<file path="src/rtl/gmp_demapper_pkg.sv">
// Shared types and constants for the GMP demapper and its ds generator.
// ds_ref gives the closed-form data/stuff decision for slot k of a frame.
package gmp_pkg;

  localparam int MPT_W_DEF  = 8;
  localparam int DATA_W_DEF = 32;

  typedef enum logic [0:0] {
    IDLE = 1'b0,
    RUN  = 1'b1
  } state_t;

  function automatic logic ds_ref(input int unsigned k, input int unsigned cm, input int unsigned pm);
    logic r;
    if (pm == 32'd0) begin
      r = 1'b0;
    end else begin
      r = ((k * cm) % pm) < cm;
    end
    return r;
  endfunction

endpackage

</file>
<file path="src/rtl/gmp_demapper_ds_gen.sv">
// Sigma-delta data/stuff slot generator: one step per slot, ds=1 on data slots.
// Shared with the transmit-side mapper; last flags the pm-th slot of the frame.
module gmp_ds_gen #(
  parameter int MPT_W = 8
) (
  input  logic             clk,
  input  logic             rst,
  input  logic             load,
  input  logic             step,
  input  logic [MPT_W-1:0] pm,
  input  logic [MPT_W-1:0] cm,
  output logic             ds,
  output logic             last
);

  // acc stays below pm, so acc + cm fits in MPT_W+1 bits without truncation
  logic [MPT_W:0]   acc_r;
  logic [MPT_W:0]   sum_s;
  logic [MPT_W:0]   acc_nxt_s;
  logic [MPT_W-1:0] slot_cnt_r;

  // data/stuff decision and next accumulator value for the current slot
  always_comb begin
    sum_s     = acc_r + {1'b0, cm};
    ds        = (sum_s >= {1'b0, pm});
    acc_nxt_s = ds ? (sum_s - {1'b0, pm}) : sum_s;
    last      = (slot_cnt_r == pm);
  end

  // accumulator and slot counter registers
  always_ff @(posedge clk) begin
    if (rst) begin
      acc_r      <= {(MPT_W+1){1'b0}};
      slot_cnt_r <= {MPT_W{1'b0}};
    end else if (load) begin
      acc_r      <= {(MPT_W+1){1'b0}};
      slot_cnt_r <= {{(MPT_W-1){1'b0}}, 1'b1};
    end else if (step) begin
      acc_r      <= acc_nxt_s;
      slot_cnt_r <= last ? slot_cnt_r : (slot_cnt_r + {{(MPT_W-1){1'b0}}, 1'b1});
    end else begin
      acc_r      <= acc_r;
      slot_cnt_r <= slot_cnt_r;
    end
  end

endmodule

</file>
<file path="src/rtl/gmp_demapper.sv">
// GMP demapper: strips stuff slots from the slot stream and forwards data words.
// Define GMP_DEMAP_ERR_CHECK_EN for early-sof restart and data-count checking.
module gmp_demapper
  import gmp_pkg::*;
#(
  parameter int MPT_W  = MPT_W_DEF,
  parameter int DATA_W = DATA_W_DEF
) (
  input  logic              clk,
  input  logic              rst,
  input  logic [MPT_W-1:0]  pm,
  input  logic [MPT_W-1:0]  cm,
  input  logic              sof,
  input  logic              valid_in,
  input  logic [DATA_W-1:0] data_in,
  output logic [DATA_W-1:0] data_out,
  output logic              data_valid,
  output logic              sof_out,
  output logic              eof_out,
  output logic              frame_done,
  output logic              err_param,
  output logic              err_sof_early,
  output logic              err_cnt
);

  state_t            state_r, state_s;
  logic [MPT_W-1:0]  pm_r, pm_s, cm_r, cm_s;
  logic [MPT_W-1:0]  data_cnt_r, data_cnt_s, cnt_inc_s;
  logic [DATA_W-1:0] data_out_r, data_out_s;
  logic              dv_r, dv_s, sof_o_r, sof_o_s, eof_o_r, eof_o_s, fd_r, fd_s;
  logic              errp_r, errp_s, errs_r, errs_s, errc_r, errc_s;
  logic              load_s, step_s, ds_s, last_s, hdr_ok_s, restart_s;

  gmp_ds_gen #(.MPT_W(MPT_W)) u_ds_gen (
    .clk  (clk),
    .rst  (rst),
    .load (load_s),
    .step (step_s),
    .pm   (pm_r),
    .cm   (cm_r),
    .ds   (ds_s),
    .last (last_s)
  );

  // next-state and next-output logic
  always_comb begin
    state_s    = state_r;
    pm_s       = pm_r;
    cm_s       = cm_r;
    data_cnt_s = data_cnt_r;
    data_out_s = data_out_r;
    dv_s       = 1'b0;
    sof_o_s    = 1'b0;
    eof_o_s    = 1'b0;
    fd_s       = 1'b0;
    errp_s     = 1'b0;
    errs_s     = 1'b0;
    errc_s     = 1'b0;
    load_s     = 1'b0;
    step_s     = 1'b0;
    hdr_ok_s   = (pm != {MPT_W{1'b0}}) && (cm <= pm);
    cnt_inc_s  = data_cnt_r + {{(MPT_W-1){1'b0}}, 1'b1};
`ifdef GMP_DEMAP_ERR_CHECK_EN
    restart_s  = sof;
`else
    restart_s  = 1'b0;
`endif
    case (state_r)
      IDLE: begin
        if (sof) begin
          if (hdr_ok_s) begin
            load_s = 1'b1;
          end else begin
            errp_s = 1'b1;
          end
        end else begin
          state_s = IDLE;
        end
      end
      RUN: begin
        if (restart_s) begin
          errs_s = 1'b1;
          if (hdr_ok_s) begin
            load_s = 1'b1;
          end else begin
            errp_s  = 1'b1;
            state_s = IDLE;
          end
        end else if (valid_in) begin
          step_s = 1'b1;
          if (ds_s) begin
            data_out_s = data_in;
            dv_s       = 1'b1;
            sof_o_s    = (data_cnt_r == {MPT_W{1'b0}});
            eof_o_s    = (cnt_inc_s == cm_r);
            data_cnt_s = cnt_inc_s;
          end else begin
            data_cnt_s = data_cnt_r;
          end
          if (last_s) begin
            fd_s    = 1'b1;
            state_s = IDLE;
`ifdef GMP_DEMAP_ERR_CHECK_EN
            errc_s  = ((ds_s ? cnt_inc_s : data_cnt_r) != cm_r);
`else
            errc_s  = 1'b0;
`endif
          end else begin
            state_s = RUN;
          end
        end else begin
          state_s = RUN;
        end
      end
      default: begin
        state_s = IDLE;
      end
    endcase
    // a new header is latched from whichever branch accepted it
    if (load_s) begin
      pm_s       = pm;
      cm_s       = cm;
      data_cnt_s = {MPT_W{1'b0}};
      state_s    = RUN;
    end else begin
      pm_s = pm_r;
    end
  end

  // state and registered outputs; reset abandons any frame in progress
  always_ff @(posedge clk) begin
    if (rst) begin
      state_r    <= IDLE;
      pm_r       <= {MPT_W{1'b0}};
      cm_r       <= {MPT_W{1'b0}};
      data_cnt_r <= {MPT_W{1'b0}};
      data_out_r <= {DATA_W{1'b0}};
      dv_r       <= 1'b0;
      sof_o_r    <= 1'b0;
      eof_o_r    <= 1'b0;
      fd_r       <= 1'b0;
      errp_r     <= 1'b0;
      errs_r     <= 1'b0;
      errc_r     <= 1'b0;
    end else begin
      state_r    <= state_s;
      pm_r       <= pm_s;
      cm_r       <= cm_s;
      data_cnt_r <= data_cnt_s;
      data_out_r <= data_out_s;
      dv_r       <= dv_s;
      sof_o_r    <= sof_o_s;
      eof_o_r    <= eof_o_s;
      fd_r       <= fd_s;
      errp_r     <= errp_s;
      errs_r     <= errs_s;
      errc_r     <= errc_s;
    end
  end

  assign data_out      = data_out_r;
  assign data_valid    = dv_r;
  assign sof_out       = sof_o_r;
  assign eof_out       = eof_o_r;
  assign frame_done    = fd_r;
  assign err_param     = errp_r;
  assign err_sof_early = errs_r;
  assign err_cnt       = errc_r;

endmodule
</file>
<file path="config.mk">
export PLATFORM = sky130hd
export DESIGN_NAME = gmp_demapper
export DESIGN_NICKNAME = d
export VERILOG_FILES = /design/src/rtl/gmp_demapper_pkg.sv /design/src/rtl/gmp_demapper_ds_gen.sv /design/src/rtl/gmp_demapper.sv
export SDC_FILE = /design/constraint.sdc
export NUM_CORES = 1
export LEC_CHECK = 0
export BUFFER_PORTS_ARGS = -buffer_cell sky130_fd_sc_hd__buf_2
export CAP_MARGIN = 15
export CORE_MARGIN = 5
export CORE_UTILIZATION = 50
export CTS_BUF_LIST = sky130_fd_sc_hd__clkbuf_4 sky130_fd_sc_hd__clkbuf_8
export CTS_CLUSTER_SIZE = 28
export DETAILED_ROUTE_END_ITERATION = 16
export PLACE_DENSITY = 0.74
export SYNTH_ARGS = -nofsm -noshare
export SYNTH_HDL_FRONTEND = slang
export SYNTH_HIERARCHICAL = 1
export SYNTH_SLANG_ARGS = --single-unit
</file>
<file path="constraint.sdc">
create_clock -name clk -period 4.8 [get_ports clk]
set_input_delay 0.72 -clock clk [delete_from_list [all_inputs] [get_ports clk]]
set_output_delay 0.72 -clock clk [all_outputs]
set_load 0.05 [all_outputs]
</file>
Yosys cells after proc, flatten, opt, wreduce, memory -nomap -nowiden:

Index checks and enable logic that the tools add are counted.

* $add $sub $neg: 4
* $lt $le $gt $ge: 2
* eq/ne operators: 3
* mux-type cells: 16
* bitwise operators: 5
* reduce and logical (&&, ||, !) cells: 11

Operators by type and width (count)
* adder 8 x 1 -> 8 bit, second input constant: 2
* == test 8 bit: 2
* 2-to-1 mux 1 bit: 14
* adder 9 x 8 -> 9 bit: 1
* greater-or-equal comparator 9 x 8 -> 1 bit: 1
* 2-to-1 mux 9 bit: 1
* subtractor 9 x 8 -> 9 bit: 1
* less-or-equal comparator 8 bit: 1
* zero test 8 bit: 1
* nonzero test 8 bit: 1
* OR reduction 3 bit: 2
* inverter 1 bit: 5
* AND reduction 2 bit: 2
* OR reduction 4 bit: 1
* AND reduction 3 bit: 1
* inequality test 2 bit, second input constant: 1
* case mux 1 bit (2 select lines): 1
* nonzero test 2 bit: 1
* OR reduction 2 bit: 1
* logical AND 1 bit: 1

* flip-flop bits (word level): 79
* input port bits: 52
* output and inout bits: 39
* logic and storage cells: 54

Logic depth before layout (Yosys ltp):

Gate-level depths: netlist of the first run.

* word-level depth: 7
* depth in mapped cells: 17
* depth with buffers taken out: 16

Hierarchy:

Netlist of the first run, hierarchy kept.

Modules (own cells, without submodules)
* gmp_demapper: times used 1, cells each 327, area each 2795.2 µm², sequential area each 1241.2 µm²
* gmp_ds_gen: times used 1, cells each 194, area each 1596.5 µm², sequential area each 340.3 µm²

Least setup slack after synthesis of the first run:

No wires, ideal clock.

* path kind: reg2reg
* start: register cm_r[0]
* end: register data_out_r[0], in the netlist data_out[0]
* library setup time: 0.132 ns
* data arrival time: 3.459 ns
* required time: 4.668 ns
* path slack: 1.208 ns
* stages on the path, launching flop included: 18
* path buffers: 2
* period minus slack after synthesis: 3.592 ns
* cell sequence: dfxtp_1 ha_1 fa_1 a211oi_2 o21bai_1 a21oi_1 xnor2_1 ha_1 and3_1 and2_1 o31ai_2 o211a_4 inv_6 and3_1 clkbuf_1 buf_1 nand2_1 a21oi_1

* longest elaborated chain between the ends: 3

Ends and longest elaborated chain
* start, declared: RTL line gmp_demapper.sv:27 `logic [MPT_W-1:0] pm_r, pm_s, cm_r, cm_s;`
* start signal, assigned: RTL line gmp_demapper.sv:135 `cm_r <= {MPT_W{1'b0}};`
* start signal, assigned: RTL line gmp_demapper.sv:148 `cm_r <= cm_s;`
* adder 9 x 8 -> 9 bit: RTL line gmp_demapper_ds_gen.sv:24 `sum_s = acc_r + {1'b0, cm};`
* greater-or-equal comparator 9 x 8 -> 1 bit: RTL line gmp_demapper_ds_gen.sv:25 `ds = (sum_s >= {1'b0, pm});`
* named net ds_s: RTL line gmp_demapper.sv:32 `logic load_s, step_s, ds_s, last_s, hdr_ok_s, restart_s;`
* AND reduction 3 bit (no line)
* end signal, assigned: RTL line gmp_demapper.sv:137 `data_out_r <= {DATA_W{1'b0}};`
* end signal, assigned: RTL line gmp_demapper.sv:150 `data_out_r <= data_out_s;`
* end, declared: RTL line gmp_demapper.sv:29 `logic [DATA_W-1:0] data_out_r, data_out_s;`

The timed path passes the listed nets, and every way through them passes these cells.
A chain may end at the register's enable or synchronous reset.

Final worst setup path of the first run:

* start: register cm_r[0]
* end: register data_cnt_r[2]

* longest elaborated chain between the ends: 3

Ends and longest elaborated chain
* adder 9 x 8 -> 9 bit: RTL line gmp_demapper_ds_gen.sv:24
* greater-or-equal comparator 9 x 8 -> 1 bit: RTL line gmp_demapper_ds_gen.sv:25
* named net ds_s: RTL line gmp_demapper.sv:32
* AND reduction 3 bit (no line)
* end signal, assigned: RTL line gmp_demapper.sv:136 `data_cnt_r <= {MPT_W{1'b0}};`
* end signal, assigned: RTL line gmp_demapper.sv:149 `data_cnt_r <= data_cnt_s;`
* end, declared: RTL line gmp_demapper.sv:28 `logic [MPT_W-1:0] data_cnt_r, data_cnt_s, cnt_inc_s;`

The timed path passes the listed nets, and every way through them passes these cells.

==> summary.txt, run 1 <==
Drt
  • Total number of vias: between 3k and 4k
  • Routed WL: ~10 mm
  • Router iterations before antenna repair: 5
  • Antenna-violating nets left: 0
  • Wirelength per Cell: between 10 and 15 um
  • Violation count after the first detailed-route iteration: 184
  • Avg Vias per Cell: 5.390
  • DRC viols: 0

Floorplan
  • Die span in x: about 100 um
  • Num rows: 34
  • Die height: 103.7 um
  • CORE AREA: roughly 8600 sq um
  • Io pins: about 90
  • Starting Density: 0.5085
  • Die area: roughly 11000 sq um

CTS
  • CTS sink cnt: 79
  • Root Driver: clkbuf_8
  • Max Root-Sink Buffers: 2
  • H-tree levels: 3
  • CTS tree: done
  • Clk slew on worst S/H paths: 0.09 ns
  • Number of setup buffers added after CTS: 0
  • Post_cts resized: 0
  • CTS Buf Count: 9
  • Worst skew pair latency: around 0.35 ns
  • Cts-stage hold buffer count: 0

Power and ir drop
  • Leakage power: roughly 2.2 nW
  • Peak VDD IR: 0.1769 mV
  • Power Density: 350.0 nW/um^2

Logic synthesis
  • Synth unique cells: between 60 and 70
  • Post-Syn Area: around 4400 sq um
  • Mean post-synth cell area: 8.429 sq um
  • Async set or reset register ratio after synthesis: 0
  • Synth Register Bits: 79
  • Main flop type after synthesis: dfxtp_1
  • YS warnings: 6
  • Sequential fraction of the synthesis area: 0.3601
  • EDFF count, synth: 0
  • Synth Instances: 521

Timing
  • Fin Clk Skew: approximately 0.017 ns
  • Headroom to the max-slew limit: 0.2847
  • Max frequency: around 240 MHz
  • Final setup viols: 0
  • Fin worst setup slack: 0.5611 ns
  • Setup tns final: 0 ns
  • RSZ-0062 raised after global routing: false
  • Worst Tran Pin Value: 1.073 ns
  • Final hold vios: 0
  • Final worst path period need: 4.239 ns
  • Final worst-path cycle share: 0.8831
  • Hold_ws: between 0.4 and 0.5 ns
  • Max-slew violation count: 0

Critical path
  • R2r setup slk: about 0.56 ns
  • Crit path capture: data_cnt_r[2]
  • Startpoint class of the critical path: flip-flop
  • Worst Setup End Kind: flip-flop
  • Worst R2R Path Depth: 16
  • Crit-path leading delay family: simple AND/OR/NAND/NOR gates
  • Crit path max fanout: 31
  • CP Data Required Time: around 5 ns
  • Crit path DAT: ~4.5 ns
  • Critical path launch point: cm_r[0]
  • Worst flop-to-flop path startpoint: cm_r[0]
  • Cells along the critical path: ha_1 -> fa_1 -> a211oi_2 -> o21bai_1 -> a21oi_1 -> xnor2_1 -> ha_1 -> and3_1 -> and2_1 -> o31ai_2 -> o211a_4 -> inv_6 -> and3_1 -> nand2_1 -> xor2_1 -> nor3_1
  • Slowest cell on the critical path: and3_1
  • Crit Reg-Reg Endpoint: data_cnt_r[2]
  • Sum of buffers and inverters on the critical path: 1
  • CP max stage delay: between 0.8 and 0.9 ns
  • Setup CP Type: reg2reg
  • Worst path depth: 16

Cells and area
  • Util after Layout: 0.5933
  • Antenna diodes: 0
  • Layout net count: 683
  • Layout cells sized above 1: 0.2076
  • Final std cells w/o fill: between 700 and 800
  • Area grow syn2layout: 16.67%

Run status
  • Status: finished, final reports clean

Placed design
  • Port Buffers: just under 90
  • DP HPWL: between 7 and 8 mm
  • Dpl ws: ~0.58 ns
  • Placed Cells: 699
  • Routability congestion estimate: 0.9463

Global routing
  • First-pass GRT wire length: 17.61 mm
  • Vias in the first global route: between 3k and 4k
  • Initial antenna violation count: 0
  • GRT overflow: 0
  • Largest net degree at the start of global routing: 76
  • Overall routing resource usage: 0.1930

Hold path
  • Hold Crit Class: reg2reg

Job
  • MaxCap Viol Count: 0
==> worst reg2reg max path, cell delays in order (launching register included) <==
cell and delay (ns):
dfxtp_1 0.34, ha_1 0.24, fa_1 0.44, a211oi_2 0.28
o21bai_1 0.12, a21oi_1 0.19, xnor2_1 0.11, ha_1 0.35
and3_1 0.21, and2_1 0.17, o31ai_2 0.08, o211a_4 0.19
inv_6 0.10, and3_1 0.88, nand2_1 0.16, xor2_1 0.18
nor3_1 0.14
==> layout make-up <==
type                    instances  area, sq um
clock inverters                 5        86.33
inverters                      23        91.34
fillers                       785         3512
repair buffers                 92        470.5
flip-flops and latches         79         1582
multi-input cells             397         2614
clock buffers                  11        145.1
well taps                     108        135.1
==> layer usage <==
layer / wire length (um) / GRT usage / vias to the layer above
met2: 5056 / 0.3174 / 109
li1: - / - / 1947
met5: 0 / 0 / -
met1: 4723 / 0.2553 / 1777
met4: 182 / 0.06290 / 0
met3: 484 / 0.03545 / 21
==> synthesized netlist by cell type (2+ instances only) <==
cell | n | share of area
nor4_1 | 2 | 0.0028
a21oi_1 | 46 | 0.052
buf_4 | 2 | 0.0034
or2_2 | 3 | 0.0043
o21a_1 | 4 | 0.0068
buf_6 | 2 | 0.0051
nor3_1 | 22 | 0.025
a21o_1 | 6 | 0.010
o211ai_1 | 3 | 0.0051
nand2_1 | 78 | 0.067
a21boi_0 | 3 | 0.0051
a211oi_2 | 2 | 0.0057
a31oi_1 | 4 | 0.0057
nand4_1 | 9 | 0.013
fa_1 | 2 | 0.0091
buf_1 | 2 | 0.0017
nand2b_1 | 33 | 0.047
a211oi_1 | 3 | 0.0051
and3_1 | 5 | 0.0071
ha_1 | 27 | 0.077
inv_1 | 22 | 0.019
xor2_1 | 15 | 0.030
nor2_1 | 29 | 0.025
nor3b_1 | 3 | 0.0051
mux2i_1 | 18 | 0.041
o21ai_0 | 14 | 0.016
dfxtp_1 | 79 | 0.36
clkbuf_1 | 17 | 0.015
and2_1 | 3 | 0.0043
xnor2_1 | 25 | 0.050
nand3_1 | 6 | 0.0068
nor2b_1 | 3 | 0.0043
==> registers in the layout (all words and copies together), names as in the netlist <==
register,count
data_out,32
u_ds_gen/acc_r,9
cm_r,8
data_cnt_r,8
pm_r,8
u_ds_gen/slot_cnt_r,8
data_valid,1
eof_out,1
err_param,1
frame_done,1
sof_out,1
state_r,1
==> power breakdown <==
part | switching, W | leakage (nW) | internal [W]
clock network | 0.000261 | 0.118 | 0.000319
logic | 0.000307 | 1.45 | 0.000189
registers | 0.0000279 | 0.640 | 0.000689
total | 0.000596 | 2.21 | 0.00120
==> placed cells by master (no fill, tap or decap), types with 2 or more instances in the layout <==
| cell type | netlist | final |
|---|---|---|
| a21boi_0 | 3 | 3 |
| o211ai_1 | 3 | 3 |
| nor2_1 | 29 | 29 |
| xor2_1 | 15 | 15 |
| buf_4 | 2 | 4 |
| nand3_1 | 6 | 6 |
| nand4_1 | 9 | 9 |
| inv_6 | 1 | 4 |
| nor2b_1 | 3 | 3 |
| o21a_1 | 4 | 4 |
| mux2i_1 | 18 | 18 |
| ha_1 | 27 | 27 |
| nor3b_1 | 3 | 3 |
| xnor2_1 | 25 | 25 |
| nor4_1 | 2 | 2 |
| a211oi_1 | 3 | 3 |
| dfxtp_1 | 79 | 79 |
| nor3_1 | 22 | 22 |
| buf_2 | 0 | 88 |
| nand2b_1 | 33 | 33 |
| and3_1 | 5 | 5 |
| inv_1 | 22 | 22 |
| a31oi_1 | 4 | 4 |
| conb_1 | 1 | 2 |
| clkbuf_8 | 0 | 10 |
| nand2_1 | 78 | 78 |
| a21o_1 | 6 | 6 |
| o21ai_0 | 14 | 14 |
| bufinv_16 | 0 | 2 |
| or2_2 | 3 | 3 |
| and2_1 | 3 | 3 |
| a211oi_2 | 2 | 2 |
| a21oi_1 | 46 | 46 |
| fa_1 | 2 | 2 |
==> kinds of logic after synthesis <==
family / share of synthesized area
and+or+nand+nor: 0.2319
DFF: 0.3601
AOI/OAI and AO/OA: 0.1513
xor gates and xnor gates: 0.07977
adders and majority gates: 0.08604
other: 0.0008539
buffers and inverters: 0.04558
muxes: 0.04444
==> how the worst min path moves through the flow <==
stage,start,end,cells past startpoint
floorplan,pm_r[1],pm_r[1],2
global placement,data_out[22],data_out[22],2
detailed placement,data_out[19],data_out[19],2
CTS,data_out[19],data_out[19],2
global route,data_out[9],data_out[9],2
finish,data_out[19],data_out[19],2
==> per-stage QoR <==
| stage | cell area, sq um | power (W) |
|---|---|---|
| final | 5124 | 0.001793 |
| after global placement | 4892 | 0.001213 |
| after CTS | 5124 | 0.001799 |
| after global routing | 5124 | 0.001885 |
| after detailed placement | 4892 | 0.001223 |
| after floorplan | 4395 | 0.001110 |
Power figures use the tool's default switching activity.
==> run 2, diff against run 1 <==
CORE_MARGIN = 2   (was 5)
==> run 2 against run 1 <==
Effect of this change: via count decreased by 0.54%; critical endpoint is now data_out[28]; total power decreased by 3.2%; fmax increased by 3.2%.
==> summary.txt, run 2 (synthesis gave the netlist of run 1 again) <==
CTS
  • CTS sink cnt: 79
  • Post_cts resized: 0
  • Number of setup buffers added after CTS: 0
  • CTS tree: done
  • CTS Buf Count: 9
  • Cts-stage hold buffer count: 0
  • H-tree levels: 3
  • Clk slew on worst S/H paths: approximately 0.09 ns
  • Max Root-Sink Buffers: 2
  • Root Driver: clkbuf_8
  • Worst skew pair latency: approximately 0.35 ns

Global routing
  • Overall routing resource usage: 0.2194
  • Initial antenna violation count: 0
  • First-pass GRT wire length: approximately 17 mm
  • Largest net degree at the start of global routing: 72
  • Vias in the first global route: between 3k and 4k
  • GRT overflow: 0

Critical path
  • Worst R2R Path Depth: 16
  • Setup CP Type: reg2reg
  • Slowest cell on the critical path: and3_1
  • Worst Setup End Kind: flip-flop
  • Crit path max fanout: 19
  • R2r setup slk: approximately 0.7 ns
  • Critical path's most frequent cell: a21oi_1
  • CP Data Required Time: 5.08 ns
  • Startpoint class of the critical path: flip-flop
  • Crit path DAT: ~4.4 ns
  • Cells along the critical path: ha_1 -> fa_1 -> a211oi_2 -> o21bai_1 -> a21oi_1 -> xnor2_1 -> ha_1 -> nand4_1 -> a21oi_1 -> o31ai_2 -> o211a_4 -> inv_6 -> and3_1 -> buf_4 -> nand2_1 -> a21oi_1
  • CP max stage delay: between 0.6 and 0.7 ns

Hold path
  • Hold Crit Depth: 2
  • Hold Crit Class: reg2reg

Cells and area
  • Layout net count: roughly 680
  • Most frequent cells in the layout: buf_2, dfxtp_1, nand2_1, a21oi_1, nand2b_1
  • FF/Latch Area: 1582 sq um
  • Antenna diodes: 0
  • Area grow syn2layout: 15.98%
  • Max reg flops: 32
  • Layout cells sized above 1: 0.2076
  • Filler Cell Count: 814
  • Commonest non-fill, non-tap cell in the layout: buf_2
  • Multi-input gate area: 2614 sq um
  • Final std cells w/o fill: 715

Floorplan
  • Die area: roughly 9500 sq um
  • Io pins: 91
  • CORE AREA: about 8600 sq um
  • Num rows: 34
  • Starting Density: 0.5085
  • Die span in x: a little under 100 um
  • Die height: around 98 um

Drt
  • DRC viols: 0
  • Violation count after the first detailed-route iteration: roughly 170
  • Antenna-violating nets left: 0
  • Wirelength per Cell: around 15 um
  • Routed WL: between 10 and 15 mm
  • Total number of vias: between 3k and 4k
  • Avg Vias per Cell: 5.361
  • Router iterations before antenna repair: 4

Power and ir drop
  • Peak VDD IR: 0.1668 mV
  • Power Density: roughly 340 nW/um^2
  • Leakage power: around 2.2 nW

Run status
  • Status: finished, final reports clean

Timing
  • Fin Clk Skew: around 0.011 ns
  • Final worst-path cycle share: 0.8559
  • Final worst path period need: 4.108 ns
  • Worst Tran Pin Value: between 0.6 and 0.7 ns
  • Final hold vios: 0
  • Headroom to the max-slew limit: 0.5440
  • RSZ-0062 raised after global routing: false
  • Max-slew violation count: 0
  • Setup tns final: 0 ns
  • Max frequency: 243.4 MHz
  • Final setup viols: 0

Job
  • MaxCap Viol Count: 0

Placed design
  • Routability congestion estimate: 0.8878
  • DP HPWL: around 7.8 mm
  • Placed Cells: around 700
  • Port Buffers: 88
==> run 2: cell types whose count changed in the layout (fill, tap and decap cells not counted), sizes merged <==
cell	delta
bufinv	-1
clkbuf	-2
clkinv	+3
==> run 2: worst max-delay path, delay by kind of cell, from the launching register on <==
| family | cells | cell delay, ns |
|---|---|---|
| flops | 1 | 0.34 |
| simple gates | 3 | 0.80 |
| buf+inv | 2 | 0.45 |
| xor+xnor | 1 | 0.11 |
| fa+ha+maj | 3 | 1.07 |
| compound gates | 7 | 1.26 |
==> run 2: path summary, 6_finish.rpt <==
check / start / to
max: cm_r[0] / data_out[28]
min: data_out[16] / data_out[16]
max reg2reg: cm_r[0] / data_out[28]
min reg2reg: data_out[16] / data_out[16]
==> run 2: routing by layer <==
layer	track usage	vias up	part of all wire
li1	-	1956	-
met1	0.3034	1787	0.47
met2	0.3544	84	0.48
met3	0.04532	6	0.038
met4	0.05235	0	0.0079
met5	0	-	0
==> run 2: layout make-up <==
type	count	share of cell area
clock inverters	7	0.01523
well taps	108	0.02653
repair buffers	92	0.09236
flip-flops and latches	79	0.3105
multi-input cells	397	0.5131
inverters	23	0.01793
clock buffers	9	0.02432
==> run 2: per-stage QoR <==
stage	setup slack (ns)	util	hold slack [ns]	area (sq um)	total power, W
after floorplan	1.208	-	0.4749	4395	0.001110
after global placement	0.8960	0.5665	0.4403	4892	0.001211
after detailed placement	0.7515	0.5665	0.4463	4892	0.001223
after CTS	0.7254	0.5898	0.4594	5094	0.001744
after global routing	0.3295	0.5898	0.4802	5094	0.001827
final	0.6917	0.5898	0.4582	5094	0.001735
==> run 2: power by group <==
part / switching [W] / internal [W]
combinational: 0.000311 / 0.000189
sequential: 0.0000277 / 0.000689
clock: 0.000272 / 0.000247
total: 0.000610 / 0.00113
==> run 3, diff against run 2 <==
CORE_MARGIN = unset   (was 2)
==> run 3 against run 2 <==
Effect of this change: via count rose by 1.9%; sequential power about the same; cell count fell by 0.42%; register-to-register slack got worse by 0.17 ns; first-iteration DRC count up 31%; setup slack worse by 0.17 ns; highest routed layer unchanged.
==> summary.txt, run 3 (synthesis gave the netlist of run 1 again) <==
Run status
  • Status: finished, final reports clean

Global routing
  • Vias in the first global route: around 3.5k
  • Overall routing resource usage: 0.2336
  • First-pass GRT wire length: 16.54 mm
  • GRT overflow: 0
  • Largest net degree at the start of global routing: 52
  • Initial antenna violation count: 0

Critical path
  • Worst path depth: 16
  • Worst Setup End Kind: flip-flop
  • Worst flop-to-flop path startpoint: cm_r[0]
  • Sum of buffers and inverters on the critical path: 2
  • Crit-path leading delay family: simple AND/OR/NAND/NOR gates
  • Crit path max fanout: 31
  • Critical path launch point: cm_r[0]
  • Crit Reg-Reg Endpoint: data_out[1]
  • Slowest cell on the critical path: and3_1
  • Setup CP Type: reg2reg
  • CP Data Required Time: around 5.1 ns
  • CP max stage delay: between 0.8 and 0.9 ns
  • R2r setup slk: 0.52 ns
  • Crit path DAT: ~4.6 ns
  • Cells along the critical path: ha_1 -> fa_1 -> a211oi_2 -> o21bai_1 -> a21oi_1 -> xnor2_1 -> ha_1 -> and3_1 -> and2_1 -> o31ai_2 -> o211a_4 -> inv_6 -> and3_1 -> buf_4 -> nand2_1 -> a21oi_1
  • Startpoint class of the critical path: flip-flop
  • Worst R2R Path Depth: 16
  • Crit path capture: data_out[1]

Cells and area
  • Commonest non-fill, non-tap cell in the layout: buf_2
  • Filler Cell Count: between 700 and 800
  • Antenna diodes: 0
  • Final std cells w/o fill: around 700
  • Most frequent cells in the layout: buf_2, dfxtp_1, nand2_1, a21oi_1, nand2b_1
  • Layout cells sized above 1: 0.2076
  • Multi-input gate area: ~2600 sq um
  • FF/Latch Area: approximately 1600 sq um
  • Layout net count: 683
  • Util after Layout: 0.6139
  • Max reg flops: 32
  • Area grow syn2layout: 16.58%

Drt
  • Violation count after the first detailed-route iteration: roughly 230
  • Router iterations before antenna repair: 5
  • Routed WL: ~10 mm
  • Wirelength per Cell: around 15 um
  • DRC viols: 0
  • Avg Vias per Cell: between 5 and 6
  • Antenna-violating nets left: 0
  • Total number of vias: 3906

Floorplan
  • Num rows: 33
  • Die height: ~96 um
  • Die span in x: between 90 and 100 um
  • Io pins: 91
  • Die area: between 9000 and 10000 sq um
  • Starting Density: 0.5266
  • CORE AREA: between 8000 and 9000 sq um

CTS
  • Post_cts resized: 0
  • Number of setup buffers added after CTS: 0
  • Root Driver: clkbuf_8
  • Clk slew on worst S/H paths: around 0.09 ns
  • Max Root-Sink Buffers: 2
  • CTS sink cnt: between 70 and 80
  • Cts-stage hold buffer count: 0
  • Worst skew pair latency: 0.36 ns
  • CTS Buf Count: 9
  • CTS tree: done
  • H-tree levels: 3

Power and ir drop
  • Power Total: approximately 0.0018 W
  • Power Density: ~350 nW/um^2
  • Leakage power: approximately 2.2 nW
  • Peak VDD IR: 0.2024 mV

Hold path
  • Hold Crit Class: reg2reg

Timing
  • RSZ-0062 raised after global routing: false
  • Headroom to the max-slew limit: 0.2743
  • Final setup viols: 0
  • Worst Tran Pin Value: 1.089 ns
  • Fin Clk Skew: around 0.016 ns
  • Setup tns final: 0 ns
  • Max-slew violation count: 0
  • Final worst-path cycle share: 0.8911
  • Final worst path period need: roughly 4.3 ns
  • Final hold vios: 0
  • Max frequency: roughly 230 MHz

Placed design
  • Placed Cells: slightly below 700
  • DP HPWL: between 7 and 8 mm
  • Port Buffers: just under 90
  • Routability congestion estimate: 0.9260

Job
  • MaxCap Viol Count: 0
-- run 3: changes by cell type in the layout (fill, tap and decap cells not counted) --
| cell | change |
|---|---|
| clkinv_4 | -1 |
| clkbuf_4 | +1 |
| clkbuf_8 | +1 |
| inv_8 | -1 |
| bufinv_16 | +1 |
| inv_6 | +1 |
| clkinv_2 | -2 |
-- run 3: power by group --
group | total (W) | internal, W | switching [W]
Clock | 0.000587 | 0.000319 | 0.000268
Combinational | 0.000503 | 0.000190 | 0.000313
Sequential | 0.000717 | 0.000689 | 0.0000286
Total | 0.00181 | 0.00120 | 0.000609
-- run 3: worst min path at each step --
stage	from	to	slack, ns	cells after the start
global placement	data_out[13]	data_out[13]	0.44	2
floorplan	pm_r[1]	pm_r[1]	0.47	2
global route	data_out[31]	data_out[31]	0.49	2
finish	data_out[13]	data_out[13]	0.45	2
CTS	data_out[13]	data_out[13]	0.46	2
detailed placement	data_out[2]	data_out[2]	0.44	2
-- run 3: metrics by stage --
step	hold WS [ns]	cell area [sq um]	worst slack (ns)
6_report	0.4531	5120	0.5226
5_1_grt	0.4856	5120	0.1230
4_1_cts	0.4554	5120	0.5167
3_5_place_dp	0.4433	4888	0.5696
3_3_place_gp	0.4389	4888	0.7036
2_1_floorplan	0.4749	4395	1.208
-- run 3: worst register-to-register path: stages, from the launching register on --
cell and delay [ns]:
dfxtp_1 0.35, ha_1 0.25, fa_1 0.45, a211oi_2 0.27, o21bai_1 0.11, a21oi_1 0.18
xnor2_1 0.12, ha_1 0.36, and3_1 0.20, and2_1 0.17, o31ai_2 0.08, o211a_4 0.19
inv_6 0.11, and3_1 0.89, buf_4 0.29, nand2_1 0.06, a21oi_1 0.13
-- run 3: layout make-up --
cell class              instances  area share
clock inverters                 5     0.01686
flip-flops and latches         79      0.3089
inverters                      23     0.01784
multi-input cells             397      0.5105
clock buffers                  11     0.02835
repair buffers                 92     0.09189
well taps                     105     0.02566
-- run 3: routing by layer --
metal	routed length (um)	vias up	GRT usage
li1	-	1958	-
met1	4877	1826	0.3242
met2	5045	103	0.3720
met3	370	19	0.03633
met4	156	0	0.07214
met5	0	-	0
